File: config.mk
export PLATFORM = sky130hd
export DESIGN_NAME = overlay_fetch_ctrl
export DESIGN_NICKNAME = d
export VERILOG_FILES = /design/src/rtl/overlay_pkg.sv /design/src/rtl/ovl_burst_reader.sv /design/src/rtl/overlay_fetch_ctrl.sv
export SDC_FILE = /design/constraint.sdc
export NUM_CORES = 1
export LEC_CHECK = 0
export CAP_MARGIN = 20
export CORE_ASPECT_RATIO = 0.6
export CORE_MARGIN = 1.5
export CORE_UTILIZATION = 51
export CTS_CLUSTER_DIAMETER = 50
export DETAILED_ROUTE_END_ITERATION = 16
export PLACE_DENSITY = 0.82
export SLEW_MARGIN = 20
export SYNTH_ARGS = -nofsm -noshare
export SYNTH_HDL_FRONTEND = slang
export SYNTH_HIERARCHICAL = 1
export SYNTH_SLANG_ARGS = --single-unit
File: constraint.sdc
create_clock -name clock -period 5.6 [get_ports clock]
set_input_delay 0.84 -clock clock [delete_from_list [all_inputs] [get_ports clock]]
set_output_delay 0.84 -clock clock [all_outputs]
set_load 0.01 [all_outputs]
File: src/rtl/overlay_pkg.sv
// rtl/overlay_pkg.sv - shared state type and constants for the overlay row prefetch
package overlay_pkg;

  typedef enum logic [1:0] {
    ST_IDLE,
    ST_REQ,
    ST_DATA,
    ST_DONE
  } fetch_state_e;

  localparam int unsigned OVL_BURST_LEN = 16;
  localparam int unsigned OVL_WIDTH     = 256;
  localparam int unsigned LB_ADDR_W     = $clog2(OVL_WIDTH);

  // Line-buffer address width for a given row width; never narrower than one bit.
  function automatic int unsigned lb_addr_w(input int unsigned width);
    return (width > 1) ? $clog2(width) : 1;
  endfunction

endpackage

File: src/rtl/ovl_burst_reader.sv
// rtl/ovl_burst_reader.sv - issues the bursts of one overlay row and writes its beats into the line buffer
module ovl_burst_reader
  import overlay_pkg::*;
#(
  parameter int unsigned ADDR_W    = 32,
  parameter int unsigned DATA_W    = 24,
  parameter int unsigned OVL_W     = OVL_WIDTH,
  parameter int unsigned BURST_LEN = OVL_BURST_LEN
) (
  input  logic                          clk_i,
  input  logic                          rst_i,
  input  logic                          go_i,
  input  logic [ADDR_W-1:0]             row_addr_i,
  input  logic                          bank_i,
  output logic                          busy_o,
  output logic                          done_o,
  output logic                          rd_req_o,
  output logic [ADDR_W-1:0]             rd_addr_o,
  output logic [7:0]                    rd_len_o,
  input  logic                          rd_ready_i,
  input  logic                          rd_valid_i,
  input  logic [DATA_W-1:0]             rd_data_i,
  output logic                          lb_we_o,
  output logic                          lb_bank_o,
  output logic [lb_addr_w(OVL_W)-1:0]   lb_addr_o,
  output logic [DATA_W-1:0]             lb_wdata_o
);

  localparam int unsigned LB_AW = lb_addr_w(OVL_W);

  fetch_state_e       state_q;
  logic               rd_req_q;
  logic [ADDR_W-1:0]  rd_addr_q;
  logic [LB_AW-1:0]   pix_q;
  logic [7:0]         beat_q;
  logic               lb_we_q;
  logic               lb_bank_q;
  logic [LB_AW-1:0]   lb_addr_q;
  logic [DATA_W-1:0]  lb_wdata_q;

  // Row fetch FSM: request a burst, collect its beats, repeat until the row is complete.
  always_ff @(posedge clk_i) begin
    if (rst_i) begin
      state_q    <= ST_IDLE;
      rd_req_q   <= 1'b0;
      rd_addr_q  <= '0;
      pix_q      <= '0;
      beat_q     <= '0;
      lb_we_q    <= 1'b0;
      lb_bank_q  <= 1'b0;
      lb_addr_q  <= '0;
      lb_wdata_q <= '0;
    end else begin
      lb_we_q <= 1'b0;
      case (state_q)
        ST_IDLE, ST_DONE: begin
          state_q <= ST_IDLE;
          if (go_i) begin
            state_q   <= ST_REQ;
            rd_req_q  <= 1'b1;
            rd_addr_q <= row_addr_i;
            pix_q     <= '0;
            beat_q    <= '0;
          end
        end
        ST_REQ: begin
          if (rd_ready_i) begin
            rd_req_q <= 1'b0;
            state_q  <= ST_DATA;
          end
        end
        ST_DATA: begin
          if (rd_valid_i) begin
            lb_we_q    <= 1'b1;
            lb_bank_q  <= bank_i;
            lb_addr_q  <= pix_q;
            lb_wdata_q <= rd_data_i;
            pix_q      <= pix_q + LB_AW'(1);
            beat_q     <= beat_q + 8'd1;
            if (beat_q == 8'(BURST_LEN - 1)) begin
              beat_q <= '0;
              if (pix_q == LB_AW'(OVL_W - 1)) begin
                state_q <= ST_DONE;
              end else begin
                state_q   <= ST_REQ;
                rd_req_q  <= 1'b1;
                rd_addr_q <= rd_addr_q + ADDR_W'(BURST_LEN);
              end
            end
          end
        end
        default: state_q <= ST_IDLE;
      endcase
    end
  end

  assign busy_o     = (state_q == ST_REQ) || (state_q == ST_DATA);
  assign done_o     = (state_q == ST_DONE);
  assign rd_req_o   = rd_req_q;
  assign rd_addr_o  = rd_addr_q;
  assign rd_len_o   = 8'(BURST_LEN);
  assign lb_we_o    = lb_we_q;
  assign lb_bank_o  = lb_bank_q;
  assign lb_addr_o  = lb_addr_q;
  assign lb_wdata_o = lb_wdata_q;

endmodule

File: src/rtl/overlay_fetch_ctrl.sv
// rtl/overlay_fetch_ctrl.sv - per-line overlay row prefetch into a ping-pong line buffer; OVL_UNDERRUN_CNT_EN adds underrun_cnt
module overlay_fetch_ctrl
  import overlay_pkg::*;
#(
  parameter int unsigned       ADDR_W    = 32,
  parameter int unsigned       DATA_W    = 24,
  parameter int unsigned       OVL_W     = OVL_WIDTH,
  parameter int unsigned       OVL_H     = 256,
  parameter int unsigned       BURST_LEN = OVL_BURST_LEN,
  parameter logic [ADDR_W-1:0] BASE_ADDR = '0,
  parameter int unsigned       vBusWidth = 12
) (
  input  logic                        clock,
  input  logic                        reset,
  input  logic                        enable,
  input  logic                        frame_start,
  input  logic                        line_start,
  input  logic [vBusWidth-1:0]        vCount,
  input  logic [vBusWidth-1:0]        ovl_y,
  output logic                        rd_req,
  output logic [ADDR_W-1:0]           rd_addr,
  output logic [7:0]                  rd_len,
  input  logic                        rd_ready,
  input  logic                        rd_valid,
  input  logic [DATA_W-1:0]           rd_data,
  output logic                        lb_we,
  output logic                        lb_bank,
  output logic [lb_addr_w(OVL_W)-1:0] lb_addr,
  output logic [DATA_W-1:0]           lb_wdata,
  output logic                        disp_bank,
  output logic                        disp_valid,
  output logic                        underrun
`ifdef OVL_UNDERRUN_CNT_EN
  ,
  output logic [15:0]                 underrun_cnt
`endif
);

  localparam int unsigned VW = vBusWidth + 1;

  logic [vBusWidth-1:0] ovl_y_q;
  logic                 en_q;
  logic                 fill_q;
  logic                 row_ready_q;
  logic                 discard_q;
  logic                 disp_bank_q;
  logic                 disp_valid_q;
  logic                 underrun_q;

  logic                 trig;
  logic                 en_eff;
  logic [VW-1:0]        target;
  logic [VW-1:0]        y_eff;
  logic [VW-1:0]        y_end;
  logic [VW-1:0]        row;
  logic                 in_range;
  logic                 go;
  logic                 busy;
  logic                 done;
  logic                 row_ready_eff;
  logic [ADDR_W-1:0]    row_addr;

  // Trigger decode and range check; a frame_start uses its own ovl_y/enable, not the stale latch.
  always_comb begin
    trig          = frame_start | line_start;
    target        = frame_start ? '0 : ({1'b0, vCount} + VW'(1));
    y_eff         = {1'b0, (frame_start ? ovl_y : ovl_y_q)};
    en_eff        = frame_start ? enable : en_q;
    y_end         = y_eff + VW'(OVL_H);
    in_range      = en_eff && (target >= y_eff) && (target < y_end);
    row           = target - y_eff;
    row_addr      = BASE_ADDR + ADDR_W'(row) * ADDR_W'(OVL_W);
    go            = trig && in_range && !busy;
    row_ready_eff = row_ready_q | (done & ~discard_q);
  end

  // Frame latch, bank hand-off at each trigger and underrun bookkeeping.
  always_ff @(posedge clock) begin
    if (reset) begin
      ovl_y_q      <= '0;
      en_q         <= 1'b0;
      fill_q       <= 1'b0;
      row_ready_q  <= 1'b0;
      discard_q    <= 1'b0;
      disp_bank_q  <= 1'b0;
      disp_valid_q <= 1'b0;
      underrun_q   <= 1'b0;
    end else begin
      if (frame_start) begin
        ovl_y_q <= ovl_y;
        en_q    <= enable;
      end
      if (trig) begin
        if (row_ready_eff) begin
          disp_bank_q  <= fill_q;
          disp_valid_q <= 1'b1;
          fill_q       <= ~fill_q;
        end else begin
          disp_valid_q <= 1'b0;
        end
        row_ready_q <= 1'b0;
      end else if (done) begin
        row_ready_q <= row_ready_eff;
      end
      if (done) begin
        discard_q <= 1'b0;
      end
      // A late row keeps draining but is never shown; the trigger that caught it is dropped.
      if (trig && busy) begin
        underrun_q <= 1'b1;
        discard_q  <= 1'b1;
      end
    end
  end

`ifdef OVL_UNDERRUN_CNT_EN
  logic [15:0] underrun_cnt_q;

  // Saturating count of underrun events.
  always_ff @(posedge clock) begin
    if (reset) begin
      underrun_cnt_q <= '0;
    end else if (trig && busy && (underrun_cnt_q != 16'hFFFF)) begin
      underrun_cnt_q <= underrun_cnt_q + 16'd1;
    end
  end

  assign underrun_cnt = underrun_cnt_q;
`endif

  ovl_burst_reader #(
    .ADDR_W    (ADDR_W),
    .DATA_W    (DATA_W),
    .OVL_W     (OVL_W),
    .BURST_LEN (BURST_LEN)
  ) u_reader (
    .clk_i      (clock),
    .rst_i      (reset),
    .go_i       (go),
    .row_addr_i (row_addr),
    .bank_i     (fill_q),
    .busy_o     (busy),
    .done_o     (done),
    .rd_req_o   (rd_req),
    .rd_addr_o  (rd_addr),
    .rd_len_o   (rd_len),
    .rd_ready_i (rd_ready),
    .rd_valid_i (rd_valid),
    .rd_data_i  (rd_data),
    .lb_we_o    (lb_we),
    .lb_bank_o  (lb_bank),
    .lb_addr_o  (lb_addr),
    .lb_wdata_o (lb_wdata)
  );

  assign disp_bank  = disp_bank_q;
  assign disp_valid = disp_valid_q;
  assign underrun   = underrun_q;

endmodule
### Word-level counts from Yosys, hierarchy flattened

Cells that the tools add are included.

* $add $sub $neg: 6
* magnitude comparators: 2
* eq/ne operators: 10
* reduce and logical (&&, ||, !) cells: 19
* muxes and demuxes: 30
* bitwise logic cells: 6

Operators with widths (number)
* two-way mux 32 bit: 4
* case mux 32 bit (2 select lines): 1
* adder 32 x 5 -> 32 bit (second input constant): 1
* two-way mux 8 bit: 4
* case mux 8 bit (2 select lines): 2
* adder 8 x 1 -> 8 bit (second input constant): 2
* adder 12 x 1 -> 13 bit (second input constant): 1
* adder 12 x 9 -> 13 bit (second input constant): 1
* >= comparator 13 x 12 -> 1 bit: 1
* < comparator 13 bit: 1
* two-way mux 13 bit: 1
* subtractor 13 x 12 -> 13 bit: 1
* two-way mux 12 bit: 1
* two-way mux 1 bit: 11
* AND reduction 5 bit: 2
* equality test 8 x 4 -> 1 bit (second input constant): 1
* equality test 8 bit (second input constant): 1
* two-way mux 2 bit: 4
* != test 2 bit (second input constant): 4
* case mux 2 bit (3 select lines): 1
* AND reduction 3 bit: 2
* OR reduction 2 bit: 3
* logical AND 1 bit: 5
* equality test 2 bit (second input constant): 2
* other kinds (11): 16

* register bits: 104
* output and inout bits: 78
* word-level logic and storage cells: 90

### Logic depth before layout (Yosys ltp)

Gate-level depths: netlist (run 1).

* depth after elaboration: 9
* mapped depth: 19
* depth with buffers taken out: 17

### Hierarchy

The synthesis (run 1) kept the hierarchy.

By module, submodules not included
* ovl_burst_reader: times used 1, cells an instance 544, area each 4225.3 µm², sequential area each 1701.6 µm²
* overlay_fetch_ctrl: times used 1, cells an instance 209, area each 1676.6 µm², sequential area each 380.4 µm²

### Worst setup path before layout (run 1)

OpenSTA, ideal clock, no wires.

* kind: input to register
* start: input port vCount[0]
* end: register u_reader.rd_addr_q[25] (netlist: u_reader/rd_addr_o[25])
* required time: 5.526 ns
* stages on the path: 17
* data arrival time: 4.123 ns
* slack: 1.403 ns
* cells stage by stage: ha_1 > and3_4 > nand2_4 > or3_1 > a21oi_1 > ha_1 > nand4_1 > inv_1 > a2111oi_0 > nand2_1 > a31oi_1 > o31a_1 > nor2b_1 > a211oi_2 > nand2_2 > or4_1 > a31oi_1

* longest elaborated chain between the ends: 9

RTL lines
* from (decl): line overlay_fetch_ctrl.sv:18 `input logic [vBusWidth-1:0] vCount,`
* adder 12 x 1 -> 13 bit (*): line overlay_fetch_ctrl.sv:66 `target = frame_start ? '0 : ({1'b0, vCount} + VW'(1));`
* two-way mux 13 bit (*): line overlay_fetch_ctrl.sv:66
* >= comparator 13 x 12 -> 1 bit: line overlay_fetch_ctrl.sv:70 `in_range = en_eff && (target >= y_eff) && (target < y_end);`
* logical AND 1 bit: line overlay_fetch_ctrl.sv:70
* logical AND 1 bit (*): line overlay_fetch_ctrl.sv:70
* logical AND 1 bit (*) (2 in a row): line overlay_fetch_ctrl.sv:73 `go = trig && in_range && !busy;`
* named net go: line overlay_fetch_ctrl.sv:57 `logic go;`
* != test 2 bit (no source line) (*)
* AND reduction 5 bit (no source line) (*)
* to (signal assigned): line ovl_burst_reader.sv:61 `rd_addr_q <= row_addr_i;`
* to (signal assigned): line ovl_burst_reader.sv:87 `rd_addr_q <= rd_addr_q + ADDR_W'(BURST_LEN);`
* to (decl): line ovl_burst_reader.sv:33 `logic [ADDR_W-1:0] rd_addr_q;`

The timed path passes the listed nets; every way through them passes the cells marked *.
A chain may end at the register's enable or synchronous reset.

### Worst setup path after layout (run 1)

* start: input port frame_start
* end: register u_reader.rd_addr_q[25] (netlist: u_reader/rd_addr_o[25])

* longest elaborated chain between the ends: 8

RTL lines
* from (decl): line overlay_fetch_ctrl.sv:16 `input logic frame_start,`
* two-way mux 12 bit / two-way mux 13 bit (equally long branches)
* adder 12 x 9 -> 13 bit / >= comparator 13 x 12 -> 1 bit (equally long branches): line overlay_fetch_ctrl.sv:69, overlay_fetch_ctrl.sv:70
* < comparator 13 bit / logical AND 1 bit (equally long branches): line overlay_fetch_ctrl.sv:70
* logical AND 1 bit: line overlay_fetch_ctrl.sv:70
* logical AND 1 bit (*) (2 in a row): line overlay_fetch_ctrl.sv:73
* named net go: line overlay_fetch_ctrl.sv:57
* != test 2 bit (no source line) (*)
* AND reduction 5 bit (no source line) (*)

Marks and branches as above.

==> results.yml, run 1 <==
yosys:
  syn_area_sq_um: 5900
  ys_seq_area_share_pct: 35.3
  synthAdderAreaFrac_pct: 5.85
  synth_edf_count: 0
  avgSynthCellArea_sq_um: 7.84
  async_flop_share_pct: 0
  synthSimpleGateAreaFrac_pct: 25.4
  synth_top_cell_by_area: "dfxtp_1"
  ys.flop_type: "dfxtp_1"
  synth.distinct_cells: 73
  synth.top_cell.area_share_pct: 35.3
  synth_seq_cells: 104
  synth_top_family_by_area: "simple AND/OR/NAND/NOR gates"
  synthTopCellsByArea: "dfxtp_1 35%, nand2_1 7.3%, a21oi_1 6.7%"
  muxShareOfSynthArea_pct: 3.43
  synth_compound_area_share_pct: 19.8
  ys_warn_count: 6
  syn_inst: 753
  synth_xor_area_share_pct: 4.45
cts:
  post_cts_buffers: 0
  clock_path_buffers: 2
  hold_buffers: 0
  cts_sinks: 104
  cts_max_level: 3
  root_buffer: "clkbuf_16"
  cts-resized-gates: 0
  path_clk_slew_ns: 0.07
  tritoncts: "done"
  cts_buffers: 9
  clk_latency_ns: 0.36
placed_design:
  dpl.hpwl_um: 12300
  place.gp.congestion: 0.891
  placedInstanceArea_sq_um: 7280
  portBuffers: 124
sta:
  setup_viol: 0
  grt_setup_unrepaired: "false"
  final.setup_skew_ns: 0.00923
  hold_violations: 0
  relSlewSlack_pct: 49.0
  fin_crit_sh_pct: 86.5
  finalCriticalPeriod_ns: 4.84
  maxSlewViolCount: 0
  fmax_mhz: 207
  tns_ns: 0
  max_slew.worst_pin.slew_ns: 0.758
finish:
  post-route-util_pct: 67.0
  drive_gt1_share_pct: 5.23
  design_area_sq_um: 7570
  antenna_cells: 0
  fin_nets: 956
  area_growth_pct: 28.2
worst_setup_path:
  end_kind: "flip-flop"
  path_class: "in2reg"
  rr_endpoint: "u_reader/rd_addr_o[25]"
  r2r_setup_slack_ns: 1.84
  critPathTopFamily: "compound AO/OA/AOI/OAI gates"
  startpoint_type: "primary input"
  critPathMaxStageDelay_ns: 0.63
  ff2ff_path_depth: 17
  path_max_fanout: 28
  crit_chain: "clkdlybuf4s50_1 > buf_4 > mux2i_1 > ha_1 > nor2b_1 > o21ai_1 > o211ai_2 > a21bo_2 > a31oi_1 > o31a_1 > nor2b_1 > a211oi_2 > buf_4 > nand2_2 > or4_1 > a31oi_1"
  cp_slowest_cell: "clkdlybuf4s50_1"
  worstPathRequired_ns: 5.87
  cp.arrival_ns: 5.11
  timing.rr.start: "ovl_y_q[8]"
  path_buf_inv: 3
routing:
  dr_total_vias: 5965
  dr.pass1.iters: 5
  vias_per_cell: 5.74
  wl_um: 17000
  routedWlPerCell_um: 16.3
  route.detailed.drc: 0
  drtAntennaViolNets: 0
  drtIter0Drc: 511
grt:
  gr-total-overflow: 0
  grt_max_degree: 62
  grt_pass1_vias: 5440
  grt_pass1_wl_um: 27000
  antenna_found_initial: 0
  grt_usage_pct: 27.9
flow_run:
  max_cap_violations: 0
die:
  start_util_pct: 52.2
  rows: 30
  die_h_um: 86.3
  core_area_sq_um: 11300
  dieArea_sq_um: 12200
  die_x_um: 142
  pin_count: 133
run_status:
  status: "finished, final reports clean"
hold_path:
  hold_end: "underrun"
  hp-start: "underrun"
  worst_hold_path_type: "reg2reg"
  holdPathStages: 2
power:
  p_leak_nw: 2.78
  p_total_mw: 1.79
  power.density_nw_per_um2: 236
  ir_drop_mv: 0.151
sequential cells by signal (all words and copies together), names as in the netlist:
| name | flops |
|---|---|
| en_q | 1 |
| u_reader/state_q | 2 |
| underrun | 1 |
| u_reader/rd_addr_o | 32 |
| u_reader/lb_we_o | 1 |
| u_reader/pix_q | 8 |
| u_reader/lb_bank_o | 1 |
| disp_valid | 1 |
| u_reader/rd_req_o | 1 |
| disp_bank | 1 |
| fill_q | 1 |
| u_reader/beat_q | 8 |
| ovl_y_q | 12 |
| discard_q | 1 |
| u_reader/lb_wdata_o | 24 |
| u_reader/lb_addr_o | 8 |
| row_ready_q | 1 |
power breakdown:
group / leakage [nW] / switching [mW] / internal (mW)
Clock: 0.130 / 0.300 / 0.308
Sequential: 0.843 / 0.0311 / 0.766
Combinational: 1.81 / 0.206 / 0.178
logic make-up (layout without fill, tap and decap cells):
kind of cell	Yosys count	count (layout)
adder cells (fa/ha/maj)	27	27
other	3	28
XOR/XNOR	30	30
AO/OA/AOI/OAI	188	188
multiplexers	20	20
flip-flops	104	104
AND/OR/NAND/NOR	308	308
buffers and inverters	73	174
stage by stage:
stage / setup slack, ns / std cells / hold slack (ns)
6_report: 0.758 / 1039 / 0.455
2_1_floorplan: 1.40 / 778 / 0.441
3_5_place_dp: 0.501 / 1023 / 0.442
3_3_place_gp: 0.663 / 1023 / 0.437
5_1_grt: 0.478 / 1039 / 0.474
4_1_cts: 0.839 / 1039 / 0.454
worst max path at each step:
stage,from,end,cells past startpoint
2_1_floorplan,vCount[0],u_reader/rd_addr_o[25],17
3_3_place_gp,frame_start,u_reader/rd_addr_o[28],17
3_5_place_dp,frame_start,u_reader/rd_addr_o[25],16
4_1_cts,frame_start,u_reader/rd_addr_o[25],16
5_1_grt,frame_start,u_reader/rd_addr_o[24],16
6_report,frame_start,u_reader/rd_addr_o[25],16
synth_stat cells (5+ instances only):
| cell | count |
|---|---|
| nand3_1 | 30 |
| dfxtp_1 | 104 |
| inv_1 | 24 |
| clkbuf_1 | 29 |
| nor3_1 | 14 |
| nor2b_1 | 19 |
| xor2_1 | 16 |
| a21oi_1 | 79 |
| or3_1 | 5 |
| buf_4 | 11 |
| mux2i_1 | 18 |
| o21ai_0 | 36 |
| and4_1 | 5 |
| nor2_1 | 72 |
| a21o_1 | 6 |
| and3_1 | 10 |
| a211oi_1 | 5 |
| xnor2_1 | 14 |
| nand4_1 | 10 |
| nand2_1 | 114 |
| a31oi_1 | 13 |
| ha_1 | 26 |
routing by layer:
layer  vias to the layer above  part of all wire [%]  GRT usage (%)
met5                         -                     0              0
met4                         0                   1.4           8.62
met3                        26                   9.2           7.51
met2                       289                    43           41.6
met1                      2795                    46           39.4
li1                       2855                     -              -
cell usage in the layout (no fill, tap or decap), types with 8 or more instances in the layout:
cell,n
clkdlybuf4s50_1,123
nand2_1,113
dfxtp_1,104
a21oi_1,79
nor2_1,71
o21ai_0,36
nand3_1,30
conb_1,28
ha_1,26
inv_1,24
nor2b_1,19
mux2i_1,18
xor2_1,16
nor3_1,14
xnor2_1,14
a31oi_1,13
and3_1,10
nand4_1,10
clkbuf_16,9
buf_4,8
tightest hold or removal path, stage by stage, from the launching register on:
cell,delay [ns]
dfxtp_1,0.32
inv_1,0.05
a21oi_1,0.05
cell type report:
cell class	count	area (sq um)
fillers	923	3730
multi-input cells	601	3590
flip-flops and latches	104	2080
repair buffers	133	1320
clock buffers	10	229
well taps	160	200
inverters	25	93.8
clock inverters	6	50.0
Note: power is estimated with default switching activity, not from simulation.
==> run 2: changes to the inputs <==
--- a/config.mk
+++ b/config.mk
@@ -17,3 +17,4 @@
 export SYNTH_HDL_FRONTEND = slang
 export SYNTH_HIERARCHICAL = 1
 export SYNTH_SLANG_ARGS = --single-unit
+export TNS_END_PERCENT = 10
==> results of run 2 <==
No change in the layout: final DEF, timing and power equal those of run 1.
==> run 3: changes to the inputs <==
--- a/config.mk
+++ b/config.mk
@@ -17,4 +17,3 @@
 export SYNTH_HDL_FRONTEND = slang
 export SYNTH_HIERARCHICAL = 1
 export SYNTH_SLANG_ARGS = --single-unit
-export TNS_END_PERCENT = 10
==> results of run 3 <==
No change in the layout: final DEF, timing and power equal those of run 1.
